[src/rtl/pipe_stall_flush_ctrl.sv]
`default_nettype none
// +--------------------------------------------------------------------------+
// | pipe_stall_flush_ctrl: F/D enable and ID/EX flush generation, MDU busy   |
// | sequencing and stall/redirect arbitration for the 5-stage pipeline.      |
// | Revision: 1.0                                                            |
// +--------------------------------------------------------------------------+
module pipe_stall_flush_ctrl #(
  parameter int MULT_CYCLES = 5,
  parameter int DIV_CYCLES  = 10,
  parameter int CNT_W       = 4
) (
  input  logic        clk,
  input  logic        reset,
  input  logic        D_data_stall,
  input  logic        D_is_md,
  input  logic        E_md_start,
  input  logic        E_md_is_div,
  input  logic        req,
  input  logic        M_isEret,
  output logic        F_pc_en,
  output logic        D_en,
  output logic        E_flush,
  output logic        md_busy,
  output logic        md_done,
  output logic [31:0] stall_cnt
);

  typedef enum logic [0:0] {
    IDLE = 1'b0,
    BUSY = 1'b1
  } state_t;

  state_t           state_q, state_d;
  logic [CNT_W-1:0] cnt_q, cnt_d;
  logic [31:0]      stall_cnt_q, stall_cnt_d;
  logic             stall;
  logic             redirect;

  always_ff @(posedge clk) begin
    if (reset) begin
      state_q     <= IDLE;
      cnt_q       <= '0;
      stall_cnt_q <= '0;
    end else begin
      state_q     <= state_d;
      cnt_q       <= cnt_d;
      stall_cnt_q <= stall_cnt_d;
    end
  end

  always_comb begin
    state_d     = state_q;
    cnt_d       = cnt_q;
    md_done     = 1'b0;
    stall_cnt_d = stall_cnt_q;

    case (state_q)
      IDLE: begin
        // A start coinciding with req belongs to an instruction being flushed.
        if (E_md_start && !req) begin
          cnt_d   = E_md_is_div ? CNT_W'(DIV_CYCLES) : CNT_W'(MULT_CYCLES);
          state_d = BUSY;
        end
      end
      BUSY: begin
        if (cnt_q == CNT_W'(1)) begin
          md_done = 1'b1;
          cnt_d   = '0;
          state_d = IDLE;
        end else begin
          cnt_d = cnt_q - CNT_W'(1);
        end
      end
      default: begin
        state_d = IDLE;
        cnt_d   = '0;
      end
    endcase

    md_busy  = E_md_start | (state_q == BUSY);
    stall    = D_data_stall | (D_is_md & md_busy);
    redirect = req | M_isEret;

    // Exception entry and eret must keep F/D loading, so they beat stall.
    F_pc_en = redirect | ~stall;
    D_en    = redirect | ~stall;
    E_flush = redirect | stall;

    if (stall && !redirect && (stall_cnt_q != 32'hFFFF_FFFF)) begin
      stall_cnt_d = stall_cnt_q + 32'd1;
    end
  end

  assign stall_cnt = stall_cnt_q;

endmodule
`default_nettype wire

[config.mk]
export PLATFORM = sky130hd
export DESIGN_NAME = pipe_stall_flush_ctrl
export DESIGN_NICKNAME = d
export VERILOG_FILES = /design/src/rtl/pipe_stall_flush_ctrl.sv
export SDC_FILE = /design/constraint.sdc
export NUM_CORES = 1
export LEC_CHECK = 0
export CORE_ASPECT_RATIO = 0.8
export CORE_MARGIN = 4
export CORE_UTILIZATION = 60
export CTS_CLUSTER_SIZE = 14
export DETAILED_ROUTE_END_ITERATION = 12
export DONT_BUFFER_PORTS = 1
export HOLD_SLACK_MARGIN = 0.02
export PLACE_DENSITY = 0.76
export SLEW_MARGIN = 25
export SYNTH_ARGS = -nofsm -noshare
export SYNTH_HDL_FRONTEND = slang
export SYNTH_SLANG_ARGS = --single-unit
[constraint.sdc]
create_clock -name clk -period 4.85 [get_ports clk]
set_input_delay 0.97 -clock clk [delete_from_list [all_inputs] [get_ports clk]]
set_output_delay 0.97 -clock clk [all_outputs]
set_load 0.005 [all_outputs]
==> impl_metrics.py <==
metrics = {
    "status": {
        "status": "finished clean",
    },
    "grt": {
        "grt_use_met1_pct": 28.1,
        "top_usage_layer": "met2",
        "grt_pass1_vias": 1665,
        "grtUsageTotal_pct": 21.5,
        "grt_pass1_wl_um": 7510,
        "met3_usage_pct": 6.95,
        "grt_max_degree": 48,
        "antenna_found_initial": 0,
        "grt_overflow": 0,
        "use_met2_pct": 33.3,
    },
    "die": {
        "ioPinCount": 45,
        "start_util_pct": 64.4,
        "die_w_um": 73.5,
        "die_y_um": 60.4,
        "rows": 18,
        "dieArea_um2": 4440,
        "core_um2": 3200,
    },
    "timing": {
        "maxSlewHeadroom_pct": 52.4,
        "rsz0062_at_grt": "no",
        "worst_pin_slew_ns": 0.707,
        "fin_skew_ns": 0.00540,
        "fmaxAchievable_mhz": 352,
        "hold_viol_final": 0,
        "final-max-slew-violation-count": 0,
        "finalCriticalPeriod_ns": 2.84,
        "finalSetupViolations": 0,
        "finalCritPeriodShare_pct": 58.6,
        "tns_ns": 0,
    },
    "logic_synthesis": {
        "synth-seq-area-share_pct": 35.9,
        "avgSynthCellArea_um2": 8.18,
        "ys.flop_type": "dfxtp_1",
        "synth_edf_count": 0,
        "synthTopCellsByCount": "dfxtp_1, nor2_1, a21oi_1",
        "postSynthCellCount": 252,
        "ys.warnings.count": 0,
        "synthTopCellsByArea": "dfxtp_1, a21oi_1, nor2_1, mux2_2, nand4_1",
        "yosys.area.top_type_share_pct": 35.9,
        "ys_ff_latch": 37,
        "synthDistinctLibCells": 43,
        "async_reset_ff_share_pct": 0,
        "synth_top_area_cell": "dfxtp_1",
        "syn_nets": 263,
        "yosysMostFrequentCell": "dfxtp_1",
        "syn_area_um2": 2060,
    },
    "run": {
        "cap_violations": 0,
    },
    "clocking": {
        "clockBufferDepth": 2,
        "h-tree-depth": 2,
        "cts_made_buffers": 5,
        "cts_tree": "yes",
        "clk_pin_slew_ns": 0.07,
        "postCtsHoldBufs": 0,
        "cts_setup_buffers": 0,
        "cts_resized": 0,
        "cts_sinks": 37,
        "cts.root.buffer_cell": "clkbuf_8",
        "clkLatencyLatePin_ns": 0.28,
    },
    "worst_setup_path": {
        "crit_start": "E_md_start",
        "r2r_start": "stall_cnt[0]$_SDFFE_PP0P_",
        "r2r_cells": 7,
        "cp.required_ns": 3.88,
        "critical_path_class": "in2out",
        "startpoint_type": "primary input",
        "end_kind": "primary output",
        "critical_path_arrival_ns": 1.87,
        "crit_fanout": 17,
    },
    "power": {
        "p_per_area_nw_per_um2": 259,
        "leakage_nw": 0.672,
        "power_mw": 0.557,
        "ir_drop_mv": 0.202,
    },
    "hold_path": {
        "min_path_type": "reg2reg",
        "hold_depth": 2,
        "worstHoldStart": "stall_cnt[26]$_SDFFE_PP0P_",
    },
    "placement": {
        "port-buffer-count": 0,
        "gp_congestion": 0.869,
        "hpwl_um": 3070,
    },
    "route": {
        "antenna_left": 0,
        "wl_um": 4420,
        "dr_total_vias": 1832,
        "drtPass1Iterations": 4,
        "vias_per_cell": 6.34,
        "drc_errors": 0,
        "wire_per_inst_um": 15.3,
        "drt-initial-drc-count": 92,
    },
    "final_layout": {
        "syn_to_final_growth_pct": 4.55,
        "register_area_um2": 741,
        "layout-drive-gt1-share_pct": 9.64,
        "diodes": 0,
        "multi_input_area_um2": 1230,
        "fin_nets": 260,
        "fillerInstances": 297,
    },
}
[layer usage]
layer | vias to the layer above | share of wire [%]
met2 | 50 | 43
met3 | 6 | 8.3
met4 | 0 | 1.3
met1 | 840 | 48
met5 | - | 0
li1 | 936 | -
[cell type report]
cell class	instances	share of cell area (%)
Multi-Input combinational cell	194	57.0
Sequential cell	37	34.4
Clock buffer	7	4.01
Tap cell	40	2.32
Inverter	10	1.74
Timing Repair Buffer	1	0.523
[state kept, by name, indices dropped and copies added (netlist names)]
register   cells
cnt_q          4
stall_cnt     32
state_q        1
[power breakdown]
part,leakage (nW),switching [mW],internal [mW]
logic,0.328,0.0163,0.0131
clock network,0.0443,0.101,0.113
registers,0.299,0.00542,0.308
[worst paths after layout]
check	slack, ns	endpoint
worst max-delay path	2.01	D_en
worst min-delay path	0.52	stall_cnt[26]$_SDFFE_PP0P_
worst max register to register	2.49	stall_cnt[11]$_SDFFE_PP0P_
worst min register to register	0.52	stall_cnt[26]$_SDFFE_PP0P_
[metrics by stage]
stage	utilization (%)	area (um2)	std cells	worst slack [ns]	hold WS, ns
finish	67.4	2150	289	2.01	0.524
global placement	64.3	2060	281	2.04	0.506
detailed placement	64.3	2060	281	2.01	0.517
global route	67.4	2150	289	1.93	0.561
CTS	67.0	2140	288	2.01	0.527
floorplan	-	2060	252	1.97	0.479
[cells by family (layout without fill, tap and decap cells)]
group / after synthesis / count (layout) / synth area share [%]
multiplexers: 12 / 12 / 6.38
adder cells (fa/ha/maj): 3 / 3 / 1.82
XOR/XNOR: 2 / 2 / 0.850
AO/OA/AOI/OAI: 54 / 54 / 15.7
flip-flops: 37 / 37 / 35.9
AND/OR/NAND/NOR: 123 / 123 / 34.9
buffers and inverters: 21 / 18 / 4.43
[layout by cell type (no fill, tap or decap), drive strengths merged, types with 2 or more instances in the layout]
cell type	instances
dfxtp	37
nor2	26
a21oi	24
nand2	15
o21ai	13
nand4	13
or3	12
nand3	12
inv	10
nor2b	9
mux2	9
or4	9
o31ai	8
nor4	8
nor3	7
clkbuf	7
nand2b	3
mux2i	3
ha	3
and4	3
o21a	2
and3	2
a211oi	2
nor4b	2
o2111ai	2
[critical path, cell delays in order]
cell	delay (ns)
o21a_1	0.17
o21a_1	0.30
inv_1	0.43
Power figures use the tool's default switching activity.
